## src/rtl/mcpu_alu_seq.sv

```systemverilog
// ---------------------------------------------------------------------------
// mcpu_alu_seq
//
// Sequential, handshaked ALU for the microCPU. The control unit presents an
// opcode and two operands on a valid/ready request channel. The block returns
// the result on a valid/ready response channel. AND/OR/XOR finish one cycle
// after acceptance. ADD is computed bit-serially, LSB first, through a single
// full-adder slice. It therefore takes WORD_SIZE cycles. Opcode encoding and
// result/OVERFLOW meaning are the same as in the combinational MCPU_Alu, so
// either block can sit behind the same issuer.
//
// Ports:
//   clk        rising-edge clock
//   reset      synchronous, active-high reset
//   req_valid  initiator presents opcode/r1/r2
//   req_ready  block can accept a request this cycle (state == IDLE)
//   opcode     00 AND, 01 OR, 10 XOR, 11 ADD (upper bits, if any, ignored)
//   r1, r2     operands A and B
//   resp_valid out/OVERFLOW hold a completed result
//   resp_ready consumer takes the result this cycle
//   out        result, truncated to WORD_SIZE bits
//   OVERFLOW   unsigned carry-out of ADD; 0 for logic ops
// ---------------------------------------------------------------------------
module mcpu_alu_seq #(
    parameter int CMD_SIZE  = 2,
    parameter int WORD_SIZE = 8
) (
    input  logic                 clk,
    input  logic                 reset,
    input  logic                 req_valid,
    output logic                 req_ready,
    input  logic [CMD_SIZE-1:0]  opcode,
    input  logic [WORD_SIZE-1:0] r1,
    input  logic [WORD_SIZE-1:0] r2,
    output logic                 resp_valid,
    input  logic                 resp_ready,
    output logic [WORD_SIZE-1:0] out,
    output logic                 OVERFLOW
);

    localparam int CNT_W = (WORD_SIZE > 2) ? $clog2(WORD_SIZE) : 1;
    localparam logic [CNT_W-1:0] LAST_BIT = CNT_W'(WORD_SIZE - 1);

    localparam logic [1:0] OP_AND = 2'b00;
    localparam logic [1:0] OP_OR  = 2'b01;
    localparam logic [1:0] OP_XOR = 2'b10;
    localparam logic [1:0] OP_ADD = 2'b11;

    typedef enum logic [1:0] {
        IDLE,
        EXEC_LOGIC,
        ADD_RUN,
        RESP
    } state_t;

    state_t state;
    state_t state_next;

    logic [1:0]           op_q;
    logic [WORD_SIZE-1:0] a_q;
    logic [WORD_SIZE-1:0] b_q;
    logic [WORD_SIZE-1:0] out_q;
    logic                 ovf_q;
    logic                 carry_q;
    logic [CNT_W-1:0]     cnt_q;

    logic                 accept;
    logic                 last_bit;
    logic                 slice_a;
    logic                 slice_b;
    logic                 slice_sum;
    logic                 slice_carry;
    logic [WORD_SIZE-1:0] logic_result;
    logic [1:0]           op_low;

    // Only the two low opcode bits carry meaning; wider opcodes are folded
    // down to them, so an unknown encoding behaves like its low 2 bits.
    assign op_low = opcode[1:0];

    // Handshake flags come straight from the state register. req_ready must
    // not depend on req_valid, so an initiator can never form a loop with us.
    assign req_ready  = (state == IDLE);
    assign resp_valid = (state == RESP);
    assign accept     = (state == IDLE) && req_valid;
    assign last_bit   = (cnt_q == LAST_BIT);

    assign out      = out_q;
    assign OVERFLOW = ovf_q;

    // The single full-adder slice used by ADD. The counter picks which bit of
    // the latched operands is being summed this cycle. The running carry
    // links each bit to the next.
    always_comb begin
        slice_a     = a_q[cnt_q];
        slice_b     = b_q[cnt_q];
        slice_sum   = slice_a ^ slice_b ^ carry_q;
        slice_carry = (slice_a & slice_b) | (slice_a & carry_q) | (slice_b & carry_q);
    end

    // One-cycle result for the bitwise operations. ADD never reaches this
    // path, so that encoding just yields zero.
    always_comb begin
        logic_result = '0;
        case (op_q)
            OP_AND:  logic_result = a_q & b_q;
            OP_OR:   logic_result = a_q | b_q;
            OP_XOR:  logic_result = a_q ^ b_q;
            default: logic_result = '0;
        endcase
    end

    // State register. Reset wins over any accept or response handshake
    // that would otherwise happen on the same edge.
    always_ff @(posedge clk) begin
        if (reset) begin
            state <= IDLE;
        end else begin
            state <= state_next;
        end
    end

    // Next-state logic. After an accept, the opcode chooses between the
    // one-cycle logic path and the serial adder. A finished result waits in
    // RESP until the consumer takes it. The return to IDLE happens on the
    // handshake edge itself, so a new request can only be accepted one edge
    // later.
    always_comb begin
        state_next = state;
        case (state)
            IDLE: begin
                if (req_valid) begin
                    state_next = (op_low == OP_ADD) ? ADD_RUN : EXEC_LOGIC;
                end
            end
            EXEC_LOGIC: begin
                state_next = RESP;
            end
            ADD_RUN: begin
                if (last_bit) begin
                    state_next = RESP;
                end
            end
            RESP: begin
                if (resp_ready) begin
                    state_next = IDLE;
                end
            end
            default: begin
                state_next = IDLE;
            end
        endcase
    end

    // Datapath registers. Operands are latched on accept, so the initiator is
    // free to change its inputs afterwards. During ADD each edge writes one
    // result bit and advances the carry. The carry out of the top bit becomes
    // OVERFLOW. Results stay put in RESP and IDLE. A reset drops an
    // in-flight request without a trace.
    always_ff @(posedge clk) begin
        if (reset) begin
            op_q    <= '0;
            a_q     <= '0;
            b_q     <= '0;
            out_q   <= '0;
            ovf_q   <= 1'b0;
            carry_q <= 1'b0;
            cnt_q   <= '0;
        end else begin
            case (state)
                IDLE: begin
                    if (accept) begin
                        op_q    <= op_low;
                        a_q     <= r1;
                        b_q     <= r2;
                        carry_q <= 1'b0;
                        cnt_q   <= '0;
                    end
                end
                EXEC_LOGIC: begin
                    out_q <= logic_result;
                    ovf_q <= 1'b0;
                end
                ADD_RUN: begin
                    out_q[cnt_q] <= slice_sum;
                    carry_q      <= slice_carry;
                    if (last_bit) begin
                        ovf_q <= slice_carry;
                        cnt_q <= '0;
                    end else begin
                        cnt_q <= cnt_q + 1'b1;
                    end
                end
                default: begin
                end
            endcase
        end
    end

endmodule

```

## config.mk

```make
export PLATFORM = sky130hd
export DESIGN_NAME = mcpu_alu_seq
export DESIGN_NICKNAME = d
export VERILOG_FILES = /design/src/rtl/mcpu_alu_seq.sv
export SDC_FILE = /design/constraint.sdc
export NUM_CORES = 1
export LEC_CHECK = 0
export BUFFER_PORTS_ARGS = -buffer_cell sky130_fd_sc_hd__buf_2
export CAP_MARGIN = 10
export CORE_ASPECT_RATIO = 0.5
export CORE_UTILIZATION = 40
export CTS_BUF_LIST = sky130_fd_sc_hd__clkbuf_4 sky130_fd_sc_hd__clkbuf_8
export DETAILED_ROUTE_END_ITERATION = 8
export HOLD_SLACK_MARGIN = 0.08
export PLACE_DENSITY = 0.71
export SLEW_MARGIN = 20
export SYNTH_ARGS = -nofsm -noshare
export SYNTH_HDL_FRONTEND = slang
export SYNTH_SLANG_ARGS = --single-unit
export TNS_END_PERCENT = 10
```

## constraint.sdc

```tcl
create_clock -name clk -period 3.85 [get_ports clk]
set_input_delay 0.9625 -clock clk [delete_from_list [all_inputs] [get_ports clk]]
set_output_delay 0.9625 -clock clk [all_outputs]
set_load 0.005 [all_outputs]
```

==> impl_metrics.toml <==
[timing]
max_freq_ghz = 0.380
fin_skew_ps = 4.05
drv_slew = 0
worst_pin_slew_ps = 668
hold_viol = 0
post-route-period-util = 0.684
fin_setup_tns_ps = 0
hold_ws_ps = 480
finalSetupViolations = 0
slew_headroom = 0.554
fin_crit_ps = 2630
rsz0062_at_grt = "false"

[synth]
synth_top_area_frac = 0.329
synth_area_mm2 = 0.00201
syn_inst = 252
ys_seq_area_frac = 0.329
synth.avg_cell_area_um2 = 7.98
ys_types = 35
ys_ff_latch = 33
synth_largest_area_cell = "dfxtp_1"
syn_nets = 297
yosys_warnings = 0
synthTopCellsByArea = "dfxtp_1 33%, ha_1 14%, nand2_1 8.6%"

[critical_path]
critPathBufInv = 1
worst-endpoint-required_ps = 4050
critPathKind = "register to register"
end_kind = "register"
start_kind = "register"
critPathMaxFanout = 14
path_delay_family = "multiplexers"
path_cells = "mux2_2, a22oi_1, o22ai_1, o21bai_1, fa_1, inv_1, mux2_2, o22ai_1"
crit_slowest_cell = "dfxtp_1"
cp.arrival_ps = 2840
r2r-start = "cnt_q[1]"
reg2regPathDepth = 8
regToRegEndpoint = "out[0]"
crit_path_max_incr_delay_ps = 630
reg2reg_slack_ps = 1220

[outcome]
status = "completed"

[power]
total_power_mw = 1.15
power_density_mw_per_mm2 = 505
leakage_nw = 0.923
ir_drop_v = 0.000175

[detailed_routing]
antenna_left = 0
num_vias = 1813
drt-pass1-iter-count = 4
wl_per_cell_um = 13.9
drt_iter0_drc = 90
drt_wl_total_mm = 4.77
drc_errors = 0
avgViaCountPerCell = 5.30

[flow_run]
drv_cap = 0

[clocking]
root_buffer = "clkbuf_8"
numCtsBuffers = 5
clk_path_buf_depth = 2
cts_tree = "yes"
ctsHoldBuffers = 0
post_cts_resized = 0
cts.sinks = 33
insertion_delay_ps = 280
path_clk_slew_ps = 70
htreeDepth = 2
post-cts-setup-buffer-count = 0

[floorplan]
coreArea_mm2 = 0.00462
die-height_um = 52.1
dieWidth_um = 102
initial_core_util = 0.436
row_count = 17
top_level_ports = 33
die_area_mm2 = 0.00533

[global_routing]
grt_pass1_wl_mm = 7.94
antenna_found_initial = 0
grt_util_all_layers = 0.199
grt.overflow.total = 0
grt_pass1_vias = 1651
grt_max_degree = 35

[hold_path]
whs_path_depth = 2
holdCritStartpoint = "OVERFLOW"
min_to = "OVERFLOW"
hold_class = "register to register"

[layout]
fin_util = 0.492
syn2layout_area_growth_pct = 13.0
final_common_cell = "nand2_1"
most-common-layout-cells = "46 x nand2_1, 33 x dfxtp_1, 32 x buf_2, 31 x a21oi_1, 22 x ha_1"
nets = 321
num_antenna_cells = 0
drive_gt1_frac = 0.174

[place]
gp_congestion = 0.877
dpl.hpwl_mm = 3.42
io_buffer_count = 32
## worst max-delay path by stage
| stage | depth (start not counted) | to | startpoint |
|---|---|---|---|
| 2_1_floorplan | 6 | out[3] | cnt_q[1] |
| 3_3_place_gp | 6 | out[3] | cnt_q[1] |
| 3_5_place_dp | 6 | out[0] | cnt_q[1] |
| 4_1_cts | 8 | out[0] | cnt_q[1] |
| 5_1_grt | 8 | out[4] | cnt_q[1] |
| 6_report | 8 | out[0] | cnt_q[1] |
## tightest hold or removal path, stage by stage, from the launching register on
cell and delay [ps]:
dfxtp_1 310, o21ai_0 60, a21oi_1 60
## kinds of logic after synthesis
group           synth area share
fa+ha+maj                  0.147
mux                       0.0678
simple gates               0.208
compound gates             0.176
flops                      0.329
buf+inv                   0.0728
## cell type report
type	instances	area (um^2)
inverter	20	75.1
tap	66	82.6
fill	453	2340
sequential	33	661
clock buffer	7	90.1
multi-input combinational	184	1200
timing repair buffer	32	160
## metrics by stage
| stage | std cells | setup slack (ps) | area (um^2) |
|---|---|---|---|
| 2_1_floorplan | 252 | 1600 | 2010 |
| 3_3_place_gp | 335 | 1330 | 2180 |
| 3_5_place_dp | 335 | 1230 | 2180 |
| 4_1_cts | 342 | 1200 | 2270 |
| 5_1_grt | 342 | 1070 | 2270 |
| 6_report | 342 | 1220 | 2270 |
## sequential cells by signal, indices dropped and copies added (netlist names)
signal,flops
state,2
a_q,8
op_q,2
cnt_q,3
carry_q,1
OVERFLOW,1
out,8
b_q,8
## cell usage after synthesis, drive strengths merged
cell type and number:
and2 1, nor2 16, mux4 2, mux2 6, o21ai 3, nor3 3, buf 8, fa 1
dfxtp 33, a22oi 1, a311oi 1, a2111oi 1, nand2b 6, ha 22, clkbuf 7, nand3b 1
a32oi 2, a211oi 6, o211ai 1, inv 20, a21oi 31, a31oi 6, nand4 2, nand4b 2
nand2 46, o22ai 7, mux2i 2, nor2b 4, o21bai 1, nand3 7, nor4b 1, and2b 2
## power breakdown
group | switching [mW] | internal (mW)
sequential | 0.0739 | 0.392
clock | 0.125 | 0.149
combinational | 0.246 | 0.160
total | 0.445 | 0.701
## layer usage
layer / routed length, um / track usage / vias to the layer above
met2: 2060 / 0.301 / 55
met4: 0 / 0.0357 / 0
met5: 0 / 0 / -
met1: 2450 / 0.280 / 852
li1: - / - / 906
met3: 254 / 0.0591 / 0
Power figures use the tool's default switching activity.
